File: src/rtl/gray2bin_rr_sched.sv
// gray2bin_rr_sched: round-robin sharing of one registered Gray-to-binary converter among NREQ requesters
module gray2bin_rr_sched #(
    parameter int SIZE = 8,
    parameter int NREQ = 4,
    localparam int IDW = $clog2(NREQ)
) (
    input  logic                   clk,
    input  logic                   rst,
    input  logic [NREQ-1:0]        req,
    input  logic [NREQ*SIZE-1:0]   gray,
    output logic [NREQ-1:0]        gnt,
    output logic [SIZE-1:0]        bin_out,
    output logic [IDW-1:0]         bin_id,
    output logic                   bin_valid,
    input  logic                   bin_ready
);
    localparam logic IDLE = 1'b0;
    localparam logic CONV = 1'b1;

    logic                state_q, state_d;
    logic [IDW-1:0]      rr_ptr_q, rr_ptr_d;
    logic [IDW-1:0]      id_q, id_d;
    logic [IDW-1:0]      bin_id_q, bin_id_d;
    logic [SIZE-1:0]     g_q, g_d;
    logic [SIZE-1:0]     bin_q, bin_d;
    logic [NREQ-1:0]     gnt_q, gnt_d;
    logic                bin_valid_q, bin_valid_d;
    logic [SIZE-1:0]     conv;
    logic [IDW-1:0]      win, idx;
    logic [IDW:0]        sum;
    logic                found;

    // Winner search: first asserted request at or after rr_ptr, wrapping to 0
    always_comb begin
        found = 1'b0;
        win = '0;
        sum = '0;
        idx = '0;
        for (int i = 0; i < NREQ; i++) begin
            sum = {1'b0, rr_ptr_q} + (IDW+1)'(i);
            idx = (sum >= (IDW+1)'(NREQ)) ? IDW'(sum - (IDW+1)'(NREQ)) : IDW'(sum);
            if (!found && req[idx]) begin
                found = 1'b1;
                win = idx;
            end
        end
    end

    // Binary bit i is the XOR of all Gray bits from i upward
    always_comb begin
        conv = '0;
        for (int i = 0; i < SIZE; i++) conv[i] = ^(g_q >> i);
    end

    // Next state: capture a winner in IDLE, push the conversion out in CONV when the output slot frees
    always_comb begin
        state_d = state_q;
        rr_ptr_d = rr_ptr_q;
        g_d = g_q;
        id_d = id_q;
        gnt_d = '0;
        bin_d = bin_q;
        bin_id_d = bin_id_q;
        bin_valid_d = bin_valid_q && !bin_ready;
        if (state_q == IDLE) begin
            if (found) begin
                for (int k = 0; k < NREQ; k++) if (win == IDW'(k)) g_d = gray[k*SIZE +: SIZE];
                id_d = win;
                gnt_d = NREQ'(1) << win;
                rr_ptr_d = (win == IDW'(NREQ-1)) ? '0 : win + 1'b1;
                state_d = CONV;
            end
        end else if (!bin_valid_q || bin_ready) begin
            bin_d = conv;
            bin_id_d = id_q;
            bin_valid_d = 1'b1;
            state_d = IDLE;
        end
    end

    // State registers with synchronous reset discarding any captured word
    always_ff @(posedge clk) begin
        if (rst) begin
            state_q <= IDLE;
            rr_ptr_q <= '0;
            g_q <= '0;
            id_q <= '0;
            gnt_q <= '0;
            bin_q <= '0;
            bin_id_q <= '0;
            bin_valid_q <= 1'b0;
        end else begin
            state_q <= state_d;
            rr_ptr_q <= rr_ptr_d;
            g_q <= g_d;
            id_q <= id_d;
            gnt_q <= gnt_d;
            bin_q <= bin_d;
            bin_id_q <= bin_id_d;
            bin_valid_q <= bin_valid_d;
        end
    end

    assign gnt = gnt_q;
    assign bin_out = bin_q;
    assign bin_id = bin_id_q;
    assign bin_valid = bin_valid_q;
endmodule

File: config.mk
export PLATFORM = sky130hd
export DESIGN_NAME = gray2bin_rr_sched
export DESIGN_NICKNAME = d
export VERILOG_FILES = /design/src/rtl/gray2bin_rr_sched.sv
export SDC_FILE = /design/constraint.sdc
export NUM_CORES = 1
export LEC_CHECK = 0
export CORE_MARGIN = 5
export CORE_UTILIZATION = 39
export CTS_CLUSTER_DIAMETER = 120
export DETAILED_ROUTE_END_ITERATION = 7
export PLACE_DENSITY = 0.86
export SLEW_MARGIN = 25
export SYNTH_ARGS = -nofsm -noshare
export SYNTH_HDL_FRONTEND = slang
export SYNTH_SLANG_ARGS = --single-unit
File: constraint.sdc
create_clock -name clk -period 2.2 [get_ports clk]
set_input_delay 0.22 -clock clk [delete_from_list [all_inputs] [get_ports clk]]
set_output_delay 0.22 -clock clk [all_outputs]
set_load 0.05 [all_outputs]
==> reports/summary.txt <==
multiplexer area fraction after synthesis: 11.2%
cell chosen for the clock root: sky130_fd_sc_hd__clkbuf_8
cell with the most instances on the worst path: sky130_fd_sc_hd__nor2_1
final setup violating endpoints: 0
Top-Level Pins: 54
post-synthesis sequential element count: 28
starting utilization of the core area: 39.7%
Max Transition Viols Final: 0
number of DRC markers after the initial detailed-route iteration: 49
count of flip-flops with a built-in enable after synthesis: 0
first-pass detailed-route iteration total: 4
highest-count cells in the layout ignoring fill and taps: sky130_fd_sc_hd__clkdlybuf4s50_1 (50), sky130_fd_sc_hd__dfxtp_1 (26), sky130_fd_sc_hd__nand2_1 (22)
cell depth of the worst flop-to-flop path: 10
number of vias after detailed routing: 1341
core area: 3610 um^2
slew at the pin with the worst max-slew slack: 0.576 ns
WL per Instance: 14.8 um
most instantiated flip-flop cell in the synthesis netlist: sky130_fd_sc_hd__dfxtp_1
number of buffers between clock root and the deepest sink: 2
total detailed-routing wirelength: 3.88 mm
final worst path period share: 94.9%
top cell family by delay on the critical path: simple AND/OR/NAND/NOR gates
number of design rule violations left after detail routing: 0
dominant combinational cell family by area after synthesis: compound AO/OA/AOI/OAI gates
origin of the critical flop-to-flop path: rr_ptr_q[0]
leak pwr: 0.959 nW
Final GP Congestion: 0.773
fraction of the mapped netlist area in compound gates: 17.7%
CTS H-tree depth: 1
proportion of layout cells with a drive suffix above 1: 21.0%
total routing resource utilization after global routing: 15.1%
aggregate global routing overflow: 0
result of the run: finished, final reports clean
reg-to-reg slack, setup: 0.11 ns
CTS tree: built
worst vdd rail ir drop: 0.578 mV
later-pin clock latency in the skew report: 0.27 ns
sequential cell area fraction in the yosys report: 39.2%
maximum fanout encountered on the critical timing path: 17
port buffer count: 53
number of placement rows: 22
Synth Cell Area: 1430 um^2
clock edge transition at the registers on the reported setup and hold paths: 0.09 ns
max-cap violation count: 0
FFs w/ async S/R, synth: 0%
initial antenna violation count: 0
count of cell instances traversed by the critical path: 10
number of global-route vias before repair: 1312
list of cells traversed by the critical path: nor2b_4 -> nor2_1 -> o22ai_2 -> inv_1 -> ha_2 -> buf_6 -> or2_4 -> o221ai_2 -> mux2i_1 -> nor2_1
count of inserted antenna diode cells: 0
number of cells produced by synthesis: 149
minimum period implied by the final worst setup slack: 2.09 ns
classification of the worst setup path: flop to flop
non-filler cells, final: 262
Worst Clk Skew: 0.00376 ns
area fraction in and, or, nand and nor cells after synthesis: 15.0%
count of warnings emitted by yosys: 0
slew margin rel.: 61.4%
adder and majority gate portion of the synthesized area: 3.50%
Max Fclk: 0.479 GHz
most common cell after layout, fill and taps aside: sky130_fd_sc_hd__clkdlybuf4s50_1
end point of the critical path: g_q[3]
die extent in x: 70.6 um
count of cell types in the netlist: 32
Avg Vias per Cell: 5.12
Die Y-Extent: 70.6 um
number of sinks on the clock net: 28
Worst EP required: 2.41 ns
data arrival time at the worst-slack endpoint: 2.29 ns
Slowest cell on crit path: sky130_fd_sc_hd__dfxtp_2
layout-stage area growth over the synthesis result: 61.3%
Worst Setup Start Kind: flop
detailed placement HPWL: 2.84 mm
number of buffers and inverters on the critical path: 2
class of the tightest hold or removal check: input port to flop
Final Instance Area: 2310 um^2
Hold Fails Final Rpt: 0
area of the die: 4980 um^2
Avg Synthesized Cell Area: 9.61 um^2
DRT antenna net count: 0
maximum number of pins on one net before global-route repair: 18
global-route wire length before repair: 6.12 mm
fin nets: 258
pwr/cell area: 828 nW/um^2
element type at the critical path end: flop
Inst Count DP: 256
total cell area at the placement stage: 2120 um^2
synthesized-area fraction occupied by xor and xnor cells: 8.92%
total CTS buffers: 3
Worst R2R End: g_q[3]
critical path launch point: rr_ptr_q[0]
slowest cell delay on critical path: 0.36 ns
Syn Nets: 192
## cells by family after synthesis
group / count (synthesis)
AOI/OAI and AO/OA: 32
xor gates and xnor gates: 8
adders and majority gates: 4
buffers and inverters: 15
DFF: 28
muxes: 16
and+or+nand+nor: 46
## stage by stage
step	utilization [%]	setup TNS, ns	hold slack [ns]	power (mW)	setup WS (ns)
final	64.0	0	0.475	1.91	0.113
after detailed placement	58.8	-3.68	0.458	1.51	-0.475
after CTS	61.5	-0.00260	0.479	1.86	-0.00260
after global placement	58.8	-3.07	0.445	1.49	-0.389
after global routing	64.0	-0.0566	0.512	2.03	-0.0295
after floorplan	-	0	0.436	1.24	0.0000624
## worst min-delay path by stage
stage / from / to / slack (ns) / depth (start not counted)
after CTS: id_q[1] / id_q[1] / 0.48 / 2
after global routing: id_q[1] / id_q[1] / 0.51 / 2
after detailed placement: id_q[1] / id_q[1] / 0.46 / 2
final: req[2] / state_q / 0.48 / 4
after floorplan: id_q[0] / id_q[0] / 0.44 / 2
after global placement: bin_out[3] / bin_out[3] / 0.45 / 2
## cells in the mapped netlist, types with 2 or more instances
cell                       number  area share [%]
sky130_fd_sc_hd__xor2_1         3             1.8
sky130_fd_sc_hd__mux2i_1       16              11
sky130_fd_sc_hd__a21oi_1        6             2.1
sky130_fd_sc_hd__nor2_1        11             2.9
sky130_fd_sc_hd__clkbuf_1       4             1.0
sky130_fd_sc_hd__xnor3_1        3             4.7
sky130_fd_sc_hd__nand2_1       22             5.8
sky130_fd_sc_hd__buf_2          3             1.0
sky130_fd_sc_hd__a22o_1         8             4.9
sky130_fd_sc_hd__nor4b_1        2             1.2
sky130_fd_sc_hd__o221ai_1      10             6.1
sky130_fd_sc_hd__ha_1           4             3.5
sky130_fd_sc_hd__nor2b_1        2            0.87
sky130_fd_sc_hd__dfxtp_1       28              39
sky130_fd_sc_hd__inv_1          6             1.6
sky130_fd_sc_hd__o22ai_1        2            0.87
sky130_fd_sc_hd__or2_2          2            0.87
sky130_fd_sc_hd__nor4_1         3             1.3
## worst register-to-register path, cell delays in order (launching register included)
cell	delay, ns
sky130_fd_sc_hd__dfxtp_2	0.36
sky130_fd_sc_hd__nor2b_4	0.15
sky130_fd_sc_hd__nor2_1	0.08
sky130_fd_sc_hd__o22ai_2	0.26
sky130_fd_sc_hd__inv_1	0.10
sky130_fd_sc_hd__ha_2	0.21
sky130_fd_sc_hd__buf_6	0.17
sky130_fd_sc_hd__or2_4	0.32
sky130_fd_sc_hd__o221ai_2	0.16
sky130_fd_sc_hd__mux2i_1	0.10
sky130_fd_sc_hd__nor2_1	0.12
## power by group
part	total (mW)	switching, mW	internal [mW]
Clock	0.312	0.152	0.160
Sequential	0.660	0.0694	0.590
Combinational	0.940	0.463	0.478
## registers in the layout, summed over array words and instances, names as in the netlist
register / count
id_q: 2
state_q: 1
g_q: 8
gnt: 4
bin_out: 8
bin_id: 2
bin_valid: 1
rr_ptr_q: 2
## metal layers
metal  vias to the layer above  GRT usage (%)  wire, um
met5                         -              0         0
met2                        54           23.1      1700
li1                        674              -         -
met1                       608           20.9      1800
met3                         5           4.55       341
met4                         0           3.76        37
## timing repair
item                                    in CTS  in global routing
buffers inserted                             0                  2
hold buffers                                 0                  0
gates resized for setup                      8                 16
gates cloned                                 0                  0
endpoints found under the setup margin       8                  8
pin swaps                                    1                  7
## layout make-up
class / instances / area [um^2]
repair buffers: 70 / 682
well taps: 48 / 60.1
flip-flops and latches: 28 / 566
fillers: 292 / 1300
inverters: 6 / 22.5
multi-input cells: 106 / 923
clock buffers: 4 / 55.1
(Power assumes the default switching activity.)
